[src/rtl/hazard_forward_ctrl.sv]
// Hazard and forwarding controller for the 5-stage pipeline.
//
// Tracks the destination registers of the instructions in EX and MEM. It
// latches the EX-stage operand mux3 selects when an instruction moves from
// ID into EX. It stalls IF/ID for one cycle on a load-use hazard, and it
// sequences the IF/ID and ID/EX flushes after a taken branch.
//
// Ports:
//   clk, reset            rising-edge clock, synchronous active-high reset
//   id_*                  decoded fields of the instruction in ID
//   branch_taken          branch resolved taken in EX this cycle
//   stall                 hold PC and IF/ID (combinational)
//   flush_if_id           zero the IF/ID register (combinational)
//   flush_id_ex           bubble into ID/EX on a taken branch (combinational)
//   fwd_a, fwd_b          operand mux3 selects for the instruction in EX
//                         (00 regfile, 10 EX/MEM, 01 MEM/WB)
//   hazard_cnt            saturating count of stall/flush cycles
module hazard_forward_ctrl #(
  parameter int unsigned REG_AW       = 5,
  parameter int unsigned FLUSH_CYCLES = 1,
  parameter int unsigned CNT_W        = 16
) (
  input  logic              clk,
  input  logic              reset,
  input  logic              id_valid,
  input  logic [REG_AW-1:0] id_rs1,
  input  logic [REG_AW-1:0] id_rs2,
  input  logic              id_use_rs1,
  input  logic              id_use_rs2,
  input  logic [REG_AW-1:0] id_rd,
  input  logic              id_regwrite,
  input  logic              id_memread,
  input  logic              branch_taken,
  output logic              stall,
  output logic              flush_if_id,
  output logic              flush_id_ex,
  output logic [1:0]        fwd_a,
  output logic [1:0]        fwd_b,
  output logic [CNT_W-1:0]  hazard_cnt
);

  localparam logic [0:0] StRun       = 1'b0;
  localparam logic [0:0] StLoadStall = 1'b1;

  typedef struct packed {
    logic              valid;
    logic [REG_AW-1:0] rd;
    logic              regwrite;
    logic              memread;
  } slot_t;

  // The WB slot needs no storage here: the register file writes before it
  // reads, so an instruction in WB never needs forwarding.
  slot_t             ex_q, ex_d, mem_q;
  logic [0:0]        state_q, state_d;
  logic [1:0]        flush_cnt_q, flush_cnt_d;
  logic [1:0]        fwd_a_q, fwd_a_d, fwd_b_q, fwd_b_d;
  logic [CNT_W-1:0]  cnt_q, cnt_d;

  logic id_ok;
  logic ex_m_rs1, ex_m_rs2, mem_m_rs1, mem_m_rs2;
  logic load_use, advance;

  function automatic logic slot_match(slot_t s, logic [REG_AW-1:0] r, logic use_r);
    return s.valid & s.regwrite & (s.rd != '0) & (s.rd == r) & use_r;
  endfunction

  assign id_ok     = id_valid & (flush_cnt_q == 2'd0);
  assign ex_m_rs1  = id_ok & slot_match(ex_q, id_rs1, id_use_rs1);
  assign ex_m_rs2  = id_ok & slot_match(ex_q, id_rs2, id_use_rs2);
  assign mem_m_rs1 = id_ok & slot_match(mem_q, id_rs1, id_use_rs1);
  assign mem_m_rs2 = id_ok & slot_match(mem_q, id_rs2, id_use_rs2);

  // In the load-stall state the load has already moved on to MEM.
  assign load_use = (state_q == StRun) & ex_q.memread & (ex_m_rs1 | ex_m_rs2);

  // A taken branch overrides a load-use hazard.
  assign stall       = ~reset & load_use & ~branch_taken;
  assign flush_if_id = ~reset & (branch_taken | (flush_cnt_q != 2'd0));
  assign flush_id_ex = ~reset & branch_taken;

  assign advance = id_ok & ~stall & ~branch_taken;

  always_comb begin
    ex_d     = '0;
    fwd_a_d  = 2'b00;
    fwd_b_d  = 2'b00;
    if (advance) begin
      ex_d.valid    = 1'b1;
      ex_d.rd       = id_rd;
      ex_d.regwrite = id_regwrite;
      ex_d.memread  = id_memread;
      // EX-slot producer is younger, so it wins over MEM.
      fwd_a_d = ex_m_rs1 ? 2'b10 : (mem_m_rs1 ? 2'b01 : 2'b00);
      fwd_b_d = ex_m_rs2 ? 2'b10 : (mem_m_rs2 ? 2'b01 : 2'b00);
    end
  end

  always_comb begin
    state_d = state_q;
    if (branch_taken) begin
      state_d = StRun;
    end else if (state_q == StLoadStall) begin
      state_d = StRun;
    end else if (load_use) begin
      state_d = StLoadStall;
    end
  end

  always_comb begin
    flush_cnt_d = flush_cnt_q;
    if (branch_taken) begin
      flush_cnt_d = 2'(FLUSH_CYCLES);
    end else if (flush_cnt_q != 2'd0) begin
      flush_cnt_d = flush_cnt_q - 2'd1;
    end
  end

  always_comb begin
    cnt_d = cnt_q;
    if ((stall | flush_if_id) && !(&cnt_q)) begin
      cnt_d = cnt_q + 1'b1;
    end
  end

  always_ff @(posedge clk) begin
    if (reset) begin
      ex_q        <= '0;
      mem_q       <= '0;
      state_q     <= StRun;
      flush_cnt_q <= 2'd0;
      fwd_a_q     <= 2'b00;
      fwd_b_q     <= 2'b00;
      cnt_q       <= '0;
    end else begin
      ex_q        <= ex_d;
      mem_q       <= ex_q;
      state_q     <= state_d;
      flush_cnt_q <= flush_cnt_d;
      fwd_a_q     <= fwd_a_d;
      fwd_b_q     <= fwd_b_d;
      cnt_q       <= cnt_d;
    end
  end

  assign fwd_a      = fwd_a_q;
  assign fwd_b      = fwd_b_q;
  assign hazard_cnt = cnt_q;

endmodule

[config.mk]
export PLATFORM = sky130hd
export DESIGN_NAME = hazard_forward_ctrl
export DESIGN_NICKNAME = d
export VERILOG_FILES = /design/src/rtl/hazard_forward_ctrl.sv
export SDC_FILE = /design/constraint.sdc
export NUM_CORES = 1
export LEC_CHECK = 0
export ABC_AREA = 1
export BUFFER_PORTS_ARGS = -buffer_cell sky130_fd_sc_hd__buf_2
export CAP_MARGIN = 20
export CORE_ASPECT_RATIO = 1.25
export CORE_UTILIZATION = 40
export DETAILED_ROUTE_END_ITERATION = 6
export PLACE_DENSITY = 0.64
export REMOVE_ABC_BUFFERS = 1
export SYNTH_ARGS = -nofsm -noshare
export SYNTH_HDL_FRONTEND = slang
export SYNTH_SLANG_ARGS = --single-unit
[constraint.sdc]
create_clock -name clk -period 3 [get_ports clk]
set_clock_uncertainty 0.2 [all_clocks]
set_input_delay 0.45 -clock clk [delete_from_list [all_inputs] [get_ports clk]]
set_output_delay 0.45 -clock clk [all_outputs]
set_load 0.02 [all_outputs]
==> reports/summary.txt <==
outcome: finished, final reports clean
hold_ws: 0.172 ns
Slew Limit Fails: 0
Fin. Hold Viols: 0
most frequent cells in the layout: nand2_1 (53), buf_2 (45), inv_1 (42)
RD Place Congestion: 0.836
DRC: 0
predominant post-synthesis flop cell: dfxtp_1
Synth Area per Inst: 7.27 µm²
# setup viols final: 0
IO Port Bufs: 45
Via density: 4.74
met3 WL: 161 µm
Post-synth EDFFs: 0
Starting Density: 0.421
post-cts sizing count: 0
TritonRoute pass-1 iters: 4
Power Density: 410 nW/µm²
most common cell after layout, fill and taps aside: nand2_1
reg-to-reg critical path endpoint: hazard_cnt[6]$_SDFFE_PP0P_
Critical R2R Launch: flush_cnt_q[0]$_SDFFE_PP0N_
max capacitance violation total: 0
clk slew on worst S/H paths: 0.08 ns
Root Buffer: clkbuf_8
CTS tree: done
flop-to-flop setup slack: 0.83 ns
Leakage: 1.16 nW
CP required: 2.35 ns
highest metal used: met4
Peak VDD IR: 270 µV
critical path arrival: 1.87 ns
Layout fillers: 530
Global Route Usage Sum: 0.175
Hold Path Class: in -> reg
critical path capture point type: primary output
Antenna Cells: 0
Ports: 46
Seq cells post-synth: 38
antenna viol nets, final: 0
Worst-Margin Slew: 0.502 ns
Period Utilization, post-route: 0.841
CTS max path bufs: 2
Post-CTS Setup Bufs: 0
Die Wd: 65.3 µm
post-DP HPWL: 3150 µm
Critical Path Start: flush_cnt_q[0]$_SDFFE_PP0N_
R2R cell count: 13
ys async rst share: 0
Post-CTS Hold Buffers: 0
Die Y: 81.2 µm
Die ar.: 5300 µm²
initial antenna violation count: 0
Yosys warnings: 0
critical setup path kind: reg -> out
CTS buffer count: 5
sequential share of the synthesized area: 0.379
unrepaired setup endpoints after global routing: no
core area: 4760 µm²
post-synth cell types: 28
first-pass GRT wire length: 7120 µm
Iter 0 DRT Violations: 64
element type at the critical path start: register
largest net degree at the start of global routing: 28
Post-Layout Cell Count: 381
crit-path max FO: 4
nets: 346
site row count: 28
crit path capture: stall
metal2 WL: 2100 µm
clk_lat worst skew: 0.29 ns
min cycle time layout: 2.52 ns
clk sinks: 38
dpl cells: 374
Synth Cell Area: 2010 µm²
maximum operating frequency: 0.396 GHz
relative slew slack: 0.665
grt ovf: 0
Mapped Cells: 276
final setup TNS: 0 ns
H-tree levels: 2
vias in the first global route: 1,645
final wirelength: 4190 µm
Layout area overhead: 16.2%
routed length on met1: 1880 µm
layout cells sized above 1: 0.209
via count: 1,805
Avg WL per Cell: 11.0 µm
cells by family (layout without fill, tap and decap cells):
| logic type | count (synthesis) | in the layout | share of synthesized area |
|---|---|---|---|
| AO/OA/AOI/OAI | 21 | 21 | 0.0568 |
| XOR/XNOR | 26 | 26 | 0.114 |
| adder cells (fa/ha/maj) | 2 | 2 | 0.0125 |
| AND/OR/NAND/NOR | 140 | 140 | 0.332 |
| flip-flops | 38 | 38 | 0.379 |
| buffers and inverters | 49 | 94 | 0.106 |
worst min path at each step:
stage,slack [ns],startpoint,end,depth (start not counted)
6_report,0.17,id_memread,ex_q[0]$_SDFF_PP0_,3
3_3_place_gp,0.21,ex_q[7]$_SDFF_PP0_,mem_q[7]$_SDFF_PP0_,2
2_1_floorplan,0.20,ex_q[7]$_SDFF_PP0_,mem_q[7]$_SDFF_PP0_,2
5_1_grt,0.17,id_memread,ex_q[0]$_SDFF_PP0_,3
4_1_cts,0.17,id_rd[3],ex_q[5]$_SDFF_PP0_,3
3_5_place_dp,0.22,ex_q[7]$_SDFF_PP0_,mem_q[7]$_SDFF_PP0_,2
synth_stat cells, types with 2 or more instances:
library cell  count  area [µm²]
nand2_1          53         199
inv_1            42         158
nor2_1           39         146
dfxtp_1          38         761
nand3_1          26         130
xor2_1           18         158
a21oi_1          16        80.1
xnor2_1           8        70.1
nor3_1            5        25.0
nand3_2           4        40.0
nor2_2            3        18.8
a21oi_2           2        17.5
clkbuf_1          2        7.51
ha_1              2        25.0
nand2_2           2        12.5
nand4_1           2        12.5
nor4_1            2        12.5
o21ai_0           2        10.0
power breakdown:
group / internal (mW) / switching [mW] / total [mW]
sequential: 0.513 / 0.00682 / 0.519
combinational: 0.0382 / 0.0656 / 0.104
clock: 0.156 / 0.175 / 0.331
critical path, cell delays in order (launching register included):
cell,delay (ns)
dfxtp_1,0.31
inv_1,0.08
ha_1,0.22
nand2_2,0.10
nor2_2,0.11
nand3_1,0.07
nor2_1,0.10
nand3_1,0.14
nand2_2,0.12
nand3_4,0.11
inv_1,0.07
buf_2,0.15
per-layer routing:
| metal | track usage | up-vias |
|---|---|---|
| met5 | 0 | - |
| met4 | 0.0717 | 0 |
| met3 | 0.0379 | 5 |
| met2 | 0.316 | 41 |
| met1 | 0.196 | 816 |
| li1 | - | 943 |
flip-flops by register name, indices dropped and copies added, names as in the netlist:
signal,flops
ex_q,8
flush_cnt_q,2
fwd_a,2
fwd_b,2
hazard_cnt,16
mem_q,7
state_q,1
layout make-up:
cell class / count / area (µm²) / share of cell area
clock buffers: 5 / 68.8 / 0.0295
clock inverters: 2 / 10.0 / 0.00430
multi-input cells: 189 / 1030 / 0.443
well taps: 60 / 75.1 / 0.0322
repair buffers: 45 / 225 / 0.0967
flip-flops and latches: 38 / 761 / 0.327
inverters: 42 / 158 / 0.0677
metrics by stage:
step	power (mW)	setup slack, ns	util	instance area (µm²)
floorplan	0.593	0.986	-	1950
global placement	0.635	0.836	0.472	2250
detailed placement	0.637	0.782	0.472	2250
CTS	0.969	0.453	0.489	2330
global route	1.00	0.244	0.489	2330
finish	0.954	0.477	0.489	2330
Power figures use the tool's default switching activity.
